<file path="src/rtl/clk_div_gen_pkg.sv">
// Shared PHY clock-generation constants: default divider depth and the
// named stage indices used by the serializer and byte-striping logic.
package clk_div_gen_pkg;

   localparam int CLKGEN_STAGES = 5;

   localparam int IDX_CLK_4F = 2;
   localparam int IDX_CLK_2F = 3;
   localparam int IDX_CLK_F  = 4;

endpackage

</file>
<file path="src/rtl/clk_div_gen.sv">
// Single-domain binary divider bank on clk_32f with edge strobes, a
// wrap-synchronised selectable output and a phase-lock indicator.
module clk_div_gen
   import clk_div_gen_pkg::*;
#(
   parameter int STAGES = CLKGEN_STAGES,
   parameter int SEL_W  = (STAGES > 1) ? $clog2(STAGES) : 1
) (
   input  logic              clk_32f,
   input  logic              reset_clk,
   input  logic              en,
   input  logic              align,
   input  logic [SEL_W-1:0]  sel,
   output logic [STAGES-1:0] clk_div,
   output logic [STAGES-1:0] rise_stb,
   output logic [STAGES-1:0] fall_stb,
   output logic              clk_sel,
   output logic [SEL_W-1:0]  sel_act,
   output logic              locked
);

   logic [STAGES-1:0] cnt;
   logic [STAGES-1:0] cnt_next;
   logic [STAGES-1:0] rise_next;
   logic [STAGES-1:0] fall_next;
   logic [SEL_W-1:0]  sel_pend;
   logic [SEL_W-1:0]  sel_clamped;
   logic [SEL_W-1:0]  sel_act_next;
   logic              adv;
   logic              wrap;

   function automatic logic [SEL_W-1:0] clamp_sel(input logic [SEL_W-1:0] s);
      return (int'(s) >= STAGES) ? SEL_W'(STAGES - 1) : s;
   endfunction

   always_comb begin
      adv          = en & ~align;
      wrap         = adv & (cnt == '1);
      cnt_next     = align ? '0 : (adv ? cnt + STAGES'(1) : cnt);
      sel_clamped  = clamp_sel(sel);
      sel_act_next = align ? sel_clamped : (wrap ? sel_pend : sel_act);
      rise_next    = '0;
      fall_next    = '0;
      // Stage i masks off the bits above it: rise when low bits read 1<<i, fall on all-zero.
      for (int unsigned i = 0; i < STAGES; i++) begin
         rise_next[i] = adv &&
            ((cnt_next & ((STAGES'(1) << (i + 1)) - STAGES'(1))) == (STAGES'(1) << i));
         fall_next[i] = adv &&
            ((cnt_next & ((STAGES'(1) << (i + 1)) - STAGES'(1))) == '0);
      end
   end

   always_ff @(posedge clk_32f) begin
      if (!reset_clk) begin
         cnt      <= '0;
         rise_stb <= '0;
         fall_stb <= '0;
      end else begin
         cnt      <= cnt_next;
         rise_stb <= rise_next;
         fall_stb <= fall_next;
      end
   end

   always_ff @(posedge clk_32f) begin
      if (!reset_clk) begin
         sel_pend <= sel_clamped;
         sel_act  <= sel_clamped;
         clk_sel  <= 1'b0;
         locked   <= 1'b0;
      end else begin
         sel_pend <= sel_clamped;
         sel_act  <= sel_act_next;
         clk_sel  <= cnt_next[sel_act_next];
         if (align)
            locked <= 1'b0;
         else if (wrap)
            locked <= 1'b1;
      end
   end

   assign clk_div = cnt;

endmodule

</file>
<file path="config.mk">
export PLATFORM = sky130hd
export DESIGN_NAME = clk_div_gen
export DESIGN_NICKNAME = d
export VERILOG_FILES = /design/src/rtl/clk_div_gen_pkg.sv /design/src/rtl/clk_div_gen.sv
export SDC_FILE = /design/constraint.sdc
export NUM_CORES = 1
export LEC_CHECK = 0
export ABC_AREA = 1
export CORE_ASPECT_RATIO = 1.5
export CORE_UTILIZATION = 45
export DETAILED_ROUTE_END_ITERATION = 8
export GPL_TIMING_DRIVEN = 0
export PLACE_DENSITY = 0.78
export SYNTH_ARGS = -nofsm -noshare
export SYNTH_HDL_FRONTEND = slang
export SYNTH_SLANG_ARGS = --single-unit
</file>
<file path="constraint.sdc">
create_clock -name clk_32f -period 4.15 [get_ports clk_32f]
set_input_delay 0.6225 -clock clk_32f [delete_from_list [all_inputs] [get_ports clk_32f]]
set_output_delay 0.6225 -clock clk_32f [all_outputs]
set_load 0.05 [all_outputs]
</file>
# Yosys cells after proc, flatten, opt, wreduce, memory -nomap -nowiden
# Cells that the tools add are included.
# classes
n_eq_ne,5
order_cmp,2
reduce_logical,16
addsub,1
n_mux,8
bitwise_logic,4
# op_table
op,n
$logic_not 5->1,5
$mux 3,4
$eq 5x5->1 const B,2
$logic_and 1x1->1,10
$mux 5,2
$add 5x1->5 const B,1
$eq 4x4->1 const B,1
$lt 3x4->1 const B,1
$bmux 1 s3,1
$eq 3x3->1 const B,1
$ge 3x3->1 const B,1
$and 1x1->1,2
$eq 2x2->1 const B,1
$not 1->1,2
$reduce_or 2->1,1
$mux 1,1
# word_totals
wordCells,43
out_inout_bits,20
in_bits,7
reg_bits,23

# Longest topological paths before layout
# logic_depth
depth_word,7
depth_mapped,13
mapped_depth_nobuf,13

# Least setup slack after synthesis
# OpenSTA, ideal clock, no wires.
# synth_path
kind,register to register
start,"register cnt[0], in the netlist clk_div[0]"
end,register clk_sel
path_buffers,0
period_less_slack_ps,2068
setup_time_ps,113
stages_incl_launch_ff,14
required_time_ps,4037
slack_ps,2082
arrival_time_ps,1955
cell_sequence,dfxtp_1 -> ha_1 -> nand2_1 -> nor2_1 -> ha_1 -> nand3_2 -> nand2_1 -> nand2_1 -> nand2_1 -> nand2_1 -> nand2_1 -> nand2_1 -> nand3_1 -> nand2_1
# synth_via
elab_chain_len,6
elab_cells_between_ends,9
classes_between,add/sub (1); eq/ne (1); mux (6); bitwise (1)
# synth_rtl
item,line_no,rtl
"start, declared",clk_div_gen.sv:22,logic [STAGES-1:0] cnt;
"start signal, assigned",clk_div_gen.sv:59,cnt <= cnt_next;
branches (longest 4 deep; another with $add 5x1->5),n/a,
$bmux 1 s3 *,clk_div_gen.sv:74,clk_sel <= cnt_next[sel_act_next];
$mux 1 (implied by the code) *,clk_div_gen.sv:74,
"end signal, assigned",clk_div_gen.sv:74,
"end, declared",clk_div_gen.sv:17,"output logic clk_sel,"
# Mark *: on every way between the ends. The select of a mux whose other input is x is not followed.
# A chain may end at the register's enable or synchronous reset.

# Worst setup path in the final report
# layout_path
start,"register cnt[0], in the netlist clk_div[0]"
end,output port clk_div[0]
# layout_lines
item,line_no,rtl
"end, declared",clk_div_gen.sv:14,"output logic [STAGES-1:0] clk_div,"
# No word-level cell between the ends.

==> metrics.md <==
| Metric | Value |
|---|---|
| I/O pins | 27 |
| Max stage delay cell, worst path | clkdlybuf4s50_1 |
| Rel. slew slack | 66.5% |
| Pint | 0.291 mW |
| N_diodes | 0 |
| Critical path peak fanout | 5 |
| Total power | 0.414 mW |
| CP Buf/Inv Count | 1 |
| HPWL Detailed | 1750 um |
| Core Area | 2210 um^2 |
| Multiplexer share of the synthesized area | 0% |
| Final count of negative-setup-slack endpoints | 0 |
| Setup_tns | 0 ns |
| Placed instance area | 1320 um^2 |
| Worst hold slack | 0.489 ns |
| Buffers added on ports | 24 |
| Largest stage delay, worst path | 0.86 ns |
| Syn nets | 146 |
| Vias | 968 |
| GRT Total Usage | 20.7% |
| Dpl cells | 184 |
| Pre-CTS setup slack | 2.17 ns |
| FILL cells | 204 |
| Sequential share of power | 56.2% |
| Die Ht | 61.1 um |
| Unique masters post-synth | 27 |
| CTS tree | yes |
| Slew of the pin with the lowest slew margin | 0.501 ns |
| Status | finished, final reports clean |
| Post-Synth Adder-Cell Area | 2.39% |
| Sink Count | 23 |
| Crit-path cells | clkdlybuf4s50_1 |
| Final period util | 54.9% |
| Largest net degree at the start of global routing | 14 |
| Leading area contributor after synthesis | dfxtp_1 |
| Seq/Total Area, Yosys | 44.0% |
| RSZ-0062 raised after global routing | false |
| Initial core utilization | 47.4% |
| Number of global-route vias before repair | 873 |
| Worst Path Required | 3.53 ns |
| CP top delay family | buffers and inverters |
| Clock Pin Slew Worst Setup and Hold Paths | 0.12 ns |
| Commonest non-fill, non-tap cell in the layout | nand2_1 |
| Clock power frac | 24.8% |
| Switching share of power | 29.6% |
| Comb pwr share | 19.0% |
| Post-route cell area | 1340 um^2 |
| CP startpoint kind | register |
| CTS H-tree lvls | 1 |
| IR drop worst, VDD | 0.000180 V |
| Worst hold path type | register to register |
| Iteration count of the initial detailed-routing pass | 4 |
| Wirelength, routed | 2210 um |
| Leakage dissipation | 0.590 nW |
| EDFF count, synth | 0 |
| Initial antenna violation count | 0 |
| Num CTS Buffers | 3 |
| Hold_buf cts | 0 |
| Simple-gate portion of the synthesized area | 38.5% |
| Worst-Skew Late Latency | 0.31 ns |
| Die area | 2530 um^2 |
| Gate Count Post-Synth | 137 |
| #FFs+latches synth | 23 |
| FMAX | 439 MHz |
| XOR/XNOR Fraction of Synth Area | 0% |
| Synthesized area | 1050 um^2 |
| Final Max Slew Viols | 0 |
| Hold Vio Cnt, Final | 0 |
| DRT antenna net count | 0 |
| Post-synth ARST share | 0% |
| Finished Layout Cells | 188 |
| Most frequent cells in the layout | 40 x nand2_1, 24 x clkdlybuf4s50_1, 23 x dfxtp_1 |
| Top cell type's share of synthesized area | 44.0% |
| Synth warn | 0 |
| Residual DRC count | 0 |
| Maxcap violations | 0 |
| Post-layout min period | 2.28 ns |
| Post-synth top flop | dfxtp_1 |
| Worst Setup End Kind | primary output |
| Root buf cell | clkbuf_4 |
| First-pass GRT wire length | 3540 um |
| Nets | 175 |
| Gp weighted congestion | 0.891 |
| WP data arrival | 1.66 ns |
| PwrDens | 308 nW/um^2 |
| Setup bufs post-CTS | 0 |
| Post_cts resized | 0 |
| Switching pwr | 0.122 mW |
| Skew final | 0.00190 ns |
| Vias per cell | 5.15 |
| Gr ovfl total | 0 |
| Initial DRC count | 23 |
| Post-layout util | 60.8% |
| WS Path Type | register to primary output |
| Wire per inst | 11.7 um |
| Synthesized area per cell | 7.64 um^2 |
| Post-synthesis compound-gate area fraction | 5.14% |
| Std cell rows | 21 |
| Dominant combinational cell family by area after synthesis | simple AND/OR/NAND/NOR gates |
| Area grow syn2layout | 28.3% |
| Synth area leaders | dfxtp_1 44%, nand2_1 14%, nor2_1 6.5% |
| Share of layout cells above drive strength 1 | 13.3% |
| Worst Setup Slack, final | 1.87 ns |
| Clock Path Buffers | 2 |
| Die X | 41.4 um |
layer usage:
layer | track usage [%] | vias to the layer above | part of all wire (%)
met4 | 9.68 | 0 | 2.6
met2 | 38.6 | 25 | 56
met3 | 2.17 | 6 | 3.3
met1 | 21.5 | 445 | 38
li1 | - | 492 | -
met5 | 0 | - | 0
registers in the layout, indices dropped and copies added (netlist names):
signal / count
clk_div: 5
sel_pend: 3
locked: 1
fall_stb: 5
sel_act: 3
clk_sel: 1
rise_stb: 5
power by group through the flow:
stage	clock [mW]	combinational, mW	sequential [mW]
after floorplan	0	0.0350	0.257
after global placement	0	0.0768	0.237
after detailed placement	0	0.0780	0.238
after CTS	0.105	0.0784	0.233
after global routing	0.115	0.0858	0.234
final	0.103	0.0784	0.233
synthesized netlist by cell type (all sizes together), types with 2 or more instances:
| cell | instances |
|---|---|
| ha | 2 |
| nor2 | 22 |
| nor3 | 5 |
| a21oi | 2 |
| buf | 4 |
| nand3 | 10 |
| dfxtp | 23 |
| nand4 | 5 |
| o21ai | 4 |
| nand2 | 41 |
| inv | 14 |
path summary, 6_finish.rpt:
path / cells past startpoint / from / endpoint / slack [ns]
worst max-delay path: 1 / clk_div[0] / clk_div[0] / 1.87
worst min-delay path: 1 / locked / locked / 0.49
worst max register to register: 13 / clk_div[0] / clk_sel / 2.10
worst min register to register: 1 / locked / locked / 0.49
layout make-up:
cell class,count,area [um^2],share of cell area [%]
clock buffers,3,22.5,1.68
multi-input cells,94,482,35.9
inverters,15,62.6,4.66
repair buffers,24,240,17.9
plain buffers,5,41.3,3.08
flip-flops and latches,23,460,34.3
well taps,23,28.8,2.14
clock inverters,1,5.00,0.373
kinds of logic after synthesis:
kind of cell    count (synthesis)
compound gates                  8
fa+ha+maj                       2
buf+inv                        20
flops                          23
simple gates                   84
No activity file was read; power rests on OpenSTA's default activity.
